<file path="config.mk">
export PLATFORM = sky130hd
export DESIGN_NAME = serial_addsub
export DESIGN_NICKNAME = d
export VERILOG_FILES = /design/src/rtl/serial_addsub_pkg.sv /design/src/rtl/fulladder.sv /design/src/rtl/serial_addsub.sv
export SDC_FILE = /design/constraint.sdc
export NUM_CORES = 1
export LEC_CHECK = 0
export BUFFER_PORTS_ARGS = -buffer_cell sky130_fd_sc_hd__buf_2
export CORE_ASPECT_RATIO = 1.1
export CORE_MARGIN = 5
export CORE_UTILIZATION = 60
export DETAILED_ROUTE_END_ITERATION = 8
export GPL_TIMING_DRIVEN = 0
export HOLD_SLACK_MARGIN = 0.03
export MAX_ROUTING_LAYER = met4
export PLACE_DENSITY_LB_ADDON = 0.1
export RECOVER_POWER = 50
export SLEW_MARGIN = 10
export SYNTH_ARGS = -nofsm -noshare
export SYNTH_HDL_FRONTEND = slang
export SYNTH_SLANG_ARGS = --single-unit
export TNS_END_PERCENT = 50
</file>
<file path="constraint.sdc">
create_clock -name clk -period 8.8 [get_ports clk]
set_input_delay 1.76 -clock clk [delete_from_list [all_inputs] [get_ports clk]]
set_output_delay 1.76 -clock clk [all_outputs]
set_load 0.01 [all_outputs]
</file>
<file path="src/rtl/serial_addsub_pkg.sv">
// serial_addsub_pkg: shared state type and counter sizing helper for serial_addsub
package serial_addsub_pkg;
    typedef enum logic [1:0] {IDLE, RUN, DONE} state_t;
    function automatic int cnt_w(input int width);
        return $clog2(width);
    endfunction
endpackage

</file>
<file path="src/rtl/fulladder.sv">
// fulladder: one-bit full adder cell
// Ports: a, b, cin (inputs); s sum, cout carry (outputs)
module fulladder (
    input  logic a,
    input  logic b,
    input  logic cin,
    output logic s,
    output logic cout
);
    assign s = a ^ b ^ cin;
    assign cout = (a & b) | (cin & (a ^ b));
endmodule

</file>
<file path="src/rtl/serial_addsub.sv">
// serial_addsub: bit-serial WIDTH-bit add/subtract reusing one fulladder over WIDTH cycles
// Ports: clk, reset (async active-high), start/a/b/sub request, busy/done handshake,
//        result/cout/overflow registered outputs; abort input when SERIAL_ADDSUB_ABORT_EN is defined
module serial_addsub
    import serial_addsub_pkg::*;
#(
    parameter int WIDTH = 32
) (
    input  logic             clk,
    input  logic             reset,
    input  logic             start,
    input  logic [WIDTH-1:0] a,
    input  logic [WIDTH-1:0] b,
    input  logic             sub,
    output logic             busy,
    output logic             done,
    output logic [WIDTH-1:0] result,
    output logic             cout,
    output logic             overflow
`ifdef SERIAL_ADDSUB_ABORT_EN
    ,
    input  logic             abort
`endif
);
    localparam int CW = cnt_w(WIDTH);
    state_t state, state_d;
    logic [WIDTH-1:0] opa, opb, acc;
    logic [CW-1:0] cnt;
    logic carry, fa_s, fa_c, last, stop;
`ifdef SERIAL_ADDSUB_ABORT_EN
    assign stop = abort;
`else
    assign stop = 1'b0;
`endif
    fulladder u_fa (.a(opa[0]), .b(opb[0]), .cin(carry), .s(fa_s), .cout(fa_c));
    assign last = cnt == CW'(WIDTH - 1);
    assign busy = state != IDLE;
    assign done = state == DONE;
    always_comb begin
        state_d = state == IDLE ? (start ? RUN : IDLE)
                : state == RUN  ? (stop ? IDLE : last ? DONE : RUN)
                : IDLE;
    end
    always_ff @(posedge clk or posedge reset) begin
        if (reset) state <= IDLE;
        else state <= state_d;
    end
    always_ff @(posedge clk or posedge reset) begin
        if (reset) begin
            opa <= '0;
            opb <= '0;
            acc <= '0;
            cnt <= '0;
            carry <= 1'b0;
            result <= '0;
            cout <= 1'b0;
            overflow <= 1'b0;
        end else if (state == IDLE && start) begin
            opa <= a;
            opb <= sub ? ~b : b;
            carry <= sub;
            cnt <= '0;
        end else if (state == RUN) begin
            opa <= opa >> 1;
            opb <= opb >> 1;
            acc <= {fa_s, acc[WIDTH-1:1]};
            carry <= fa_c;
            cnt <= cnt + CW'(1);
            // carry still holds the carry into the MSB on the final bit
            if (last && !stop) begin
                result <= {fa_s, acc[WIDTH-1:1]};
                cout <= fa_c;
                overflow <= carry ^ fa_c;
            end
        end
    end
endmodule

</file>
[Word level (Yosys, flattened, before mapping)]
Cells that the tools add are included.
Widths: inputs -> output; s select.
Cells by class
  add/sub/neg operators: 1
  equal/unequal tests: 3
  mux-type cells: 13
  bitwise gates (word level): 8
  reduce and logical (&&, ||, !) cells: 6
Operator list (number)
  $mux 32: 5
  $not 32->32: 1
  $mux 5: 2
  $mux 2: 3
  $add 5x1->5 const B: 1
  $eq 5x5->1 const B: 1
  $reduce_bool 2->1: 2
  $mux 1: 3
  $reduce_and 3->1: 1
  $xor 1x1->1: 3
  $and 1x1->1: 2
  $eq 2x1->1 const B: 1
  $eq 2x2->1 const B: 1
  $logic_not 2->1: 1
  $reduce_and 2->1: 1
  $logic_and 1x1->1: 1
  $not 1->1: 1
  $or 1x1->1: 1
Word-level totals
  register bits: 138
  input port bits: 68
  output and inout bits: 36
  logic and storage cells: 40

[Depth between registers and ports, before layout]
  word-level depth: 5
  gate-level depth with buffers: 8
  mapped depth without buffers: 6

[By module]
Synthesis repeated with hierarchy kept, for this count alone.
Unflattened totals
  cells, all modules: 559
  area, all modules: 6032.0 um^2
By module, submodules not included
  serial_addsub: instances 1, cells each 558, area each 6012.0 um^2, seq. area each 3428.3 um^2
  fulladder: instances 1, cells each 1, area each 20.0 um^2, seq. area each 0.0 um^2

[Worst setup path before layout]
No wires, ideal clock.
  path kind: input port to flip-flop
  start: input port start
  end: register opa[0]
  setup time: 0.124 ns
  data arrival time: 2.406 ns
  data required time: 8.676 ns
  path slack: 6.270 ns
  cell stages on the path: 5
  path buffers: 2
  cell sequence: nor3b_2 buf_2 buf_2 a22oi_1 nand2_1
On the way
  cells in the longest elaborated chain, start to end: 2
  elaborated cells between the ends (all ways): 3
  classes of those cells: mux (1); reduce/logical (2)
Ends and longest elaborated chain
  start, declared: RTL line serial_addsub.sv:11  | input logic start,
  $logic_and 1x1->1 *: RTL line serial_addsub.sv:58  | end else if (state == IDLE && start) begin
  $mux 32 or $reduce_bool 2->1 (tied branches)
  end signal, assigned: RTL line serial_addsub.sv:64  | opa <= opa >> 1;
  end, declared: RTL line serial_addsub.sv:27  | logic [WIDTH-1:0] opa, opb, acc;
Every way passes the cells marked *; elsewhere a longest branch is shown, timed or not.
A chain may end at the register's enable or synchronous reset.

==> summary.txt <==
Worst setup path
  – Crit. path cell count: 2
  – Crit-path cells: buf_2 > clkinvlp_2
  – CP endpoint kind: async pin
  – Crit Path Max Fanout: 69
  – Setup CP Type: in2async
  – CP startpoint: reset
  – CP Data Arrival Time: 3.57 ns
  – Reg-to-Reg End: result[20]
  – End of the critical path: opb[10]
  – CP top delay family: buffers and inverters
  – R2r startpoint: cnt[0]
  – Worst path max stage delay: 1.67 ns
  – Slowest-stage cell, CP: clkinvlp_2
  – CP Buf/Inv Count: 2
  – Reg2reg setup slack: 6.32 ns
  – Register-to-Register Path Depth: 7
  – Crit start category: input pin
  – Req. time, crit path: 8.95 ns

Route
  – Avg Vias per Cell: 5.312
  – Routed Antenna Nets: 0
  – Routed vias: 4324
  – DRC: 0
  – Wirelength per Cell: 14.66 µm
  – DRT Pass-1 Iters: 5
  – Final wirelength: 11.94 mm
  – 1st-iter DRT viols: 205

Finish
  – Final core area utilization: 73.51%
  – Multi-input logic area: 2295 µm²
  – Most common cell after layout, fill and taps aside: nand2_1
  – Post-layout nets: 752
  – FF+latch area: 3428 µm²
  – Synth-to-Final Area Change: 20.33%
  – # diodes: 0
  – Fill cells: 749
  – Fraction of layout cells with a size suffix above 1: 27.09%
  – Most frequent cells in the layout: nand2_1, dfrtp_1, buf_2, xor2_1

Place
  – PortBufs: 102
  – GPL Wtd Cong: 0.7999
  – Dpl hpwl: 8.270 mm
  – Pre-CTS setup slack: 5.926 ns

CTS
  – Clk root buf: clkbuf_8
  – CTS clk-pin slew, worst paths: 0.06 ns
  – TritonCTS Buffers: 17
  – Worst-skew pair later-pin latency: 0.52 ns
  – Clk buf depth: 2
  – Max H-tree Level: 4
  – CTS resizes: 0
  – # hold bufs at CTS: 0
  – CTS tree: yes
  – Clock sinks: 137
  – Setup Fix Bufs, Post-CTS: 0

Timing
  – RSZ-0062 raised after global routing: false
  – Clock Skew: 0.006016 ns
  – Max_slew headroom: -98.63%
  – TNS Setup: 0 ns
  – Fmax: 0.2924 GHz
  – Max-slew violation total from the final report: 69
  – Final hold violations: 0
  – Min Tclk post-route: 3.420 ns
  – Post-route clock period utilization: 38.86%
  – Final WS setup: 5.380 ns
  – Final number of setup-violating endpoints: 0
  – Worst Max-Slew Pin Slew: 2.963 ns

Global routing
  – Total gr overflow: 0
  – Antenna violations before repair: 0
  – Largest net degree at the start of global routing: 70
  – First-pass GRT wire length: 20.60 mm
  – Gr usage total: 21.52%
  – Vias in the first global route: 4438

Min path
  – Worst hold path type: reg2reg

Floorplanning
  – Die area: 12070 µm²
  – Die Y: 114.7 µm
  – Die X: 105.2 µm
  – Core ar.: 9794 µm²
  – Num rows: 38
  – Starting density of the core: 61.09%
  – IO Pins: 104

Synth
  – Syn Std Cell Area: 5983 µm²
  – Post-Syn Nets: 630
  – Syn_area_per_cell: 10.70 µm²
  – Cells after Synth: 559
  – Synth Register Bits: 137
  – YS warnings: 0
  – Count of cell types in the netlist: 30
  – Seq/Total Area, Yosys: 57.30%

Pwr
  – Cell area power density: 322.3 nW/µm²
  – Total chip power: 2.320 mW
  – Leakage dissipation: 3.932 nW
  – VDD IR-drop max: 169.0 µV

Run
  – Max cap viols: 1

Status
  – Failing checks: max-capacitance violations, max-slew violations
  – Outcome: finished with violations
[kinds of logic after synthesis]
family	count (synthesis)	share of synthesized area, %
AO/OA/AOI/OAI	75	7.800
XOR/XNOR	34	4.977
adder cells (fa/ha/maj)	3	0.7528
buffers and inverters	39	4.308
flip-flops	137	57.30
multiplexers	64	11.40
AND/OR/NAND/NOR	207	13.47
[registers in the layout (all words and copies together) (netlist names)]
name      flops
cnt           5
overflow      1
carry         1
opa          32
result       32
cout          1
acc          31
opb          32
state         2
[area by class of cell]
class,count,share of cell area [%]
Sequential cell,137,47.62
Multi-Input combinational cell,383,31.87
Timing Repair Buffer,103,7.456
Clock buffer,20,6.048
Buffer,37,2.711
Clock inverter,12,2.086
Tap cell,120,2.086
Inverter,2,0.1217
[Yosys cell counts]
cell type	instances	area [µm²]
o21ai_1	31	155.2
xnor2_1	1	8.760
nor2b_2	1	8.760
nand3b_1	1	7.510
or2_2	1	6.260
clkbuf_1	5	18.77
mux2i_1	31	310.3
nand2b_1	1	6.260
inv_1	2	7.510
nand3_1	1	5.000
mux2_1	1	11.26
buf_2	20	100.1
nor2b_1	1	6.260
nand2_1	199	747.0
buf_4	4	30.03
ha_1	2	25.02
o21ba_1	1	10.01
buf_6	5	56.30
mux2_2	32	360.4
o21ai_0	7	35.03
o21bai_1	2	15.01
o22ai_1	1	6.260
fa_1	1	20.02
a22oi_1	32	240.2
dfrtp_1	137	3428
nor3b_2	1	12.51
xor2_1	33	289.0
and3_1	1	6.260
buf_8	3	45.04
a21oi_1	1	5.000
[power breakdown]
part           switching [mW]  leakage [nW]  internal [mW]
registers               0.147          1.79          0.869
logic                   0.327          1.86          0.278
clock network           0.262         0.281          0.437
total                   0.736          3.93           1.58
[per-stage QoR]
| stage | hold slack, ns | instance area (µm²) | std cells |
|---|---|---|---|
| detailed placement | 0.4645 | 6676 | 782 |
| floorplan | 0.4385 | 5983 | 559 |
| global placement | 0.4576 | 6644 | 781 |
| CTS | 0.4819 | 7262 | 814 |
| finish | 0.4754 | 7199 | 814 |
| global route | 0.5003 | 7199 | 814 |
[routing by layer]
layer  global-route usage, %  wire length (µm)
met1                   26.64              4993
met2                   35.79              6236
met3                   4.660               535
met4                   6.479               170
met5                       -                 0
[worst min-delay path: stages, from the launching register on]
cell and delay [ns]:
dfrtp_1 0.34, nand2_1 0.05, nand2_1 0.05
[how the worst min path moves through the flow]
stage	startpoint	end	slack (ns)	cells after the start
finish	opa[14]	opa[14]	0.48	2
detailed placement	opa[27]	opa[27]	0.46	2
CTS	opa[9]	opa[9]	0.48	2
floorplan	acc[1]	acc[1]	0.44	2
global placement	opa[12]	opa[12]	0.46	2
global route	acc[1]	acc[1]	0.50	2
No activity file was read; power rests on OpenSTA's default activity.
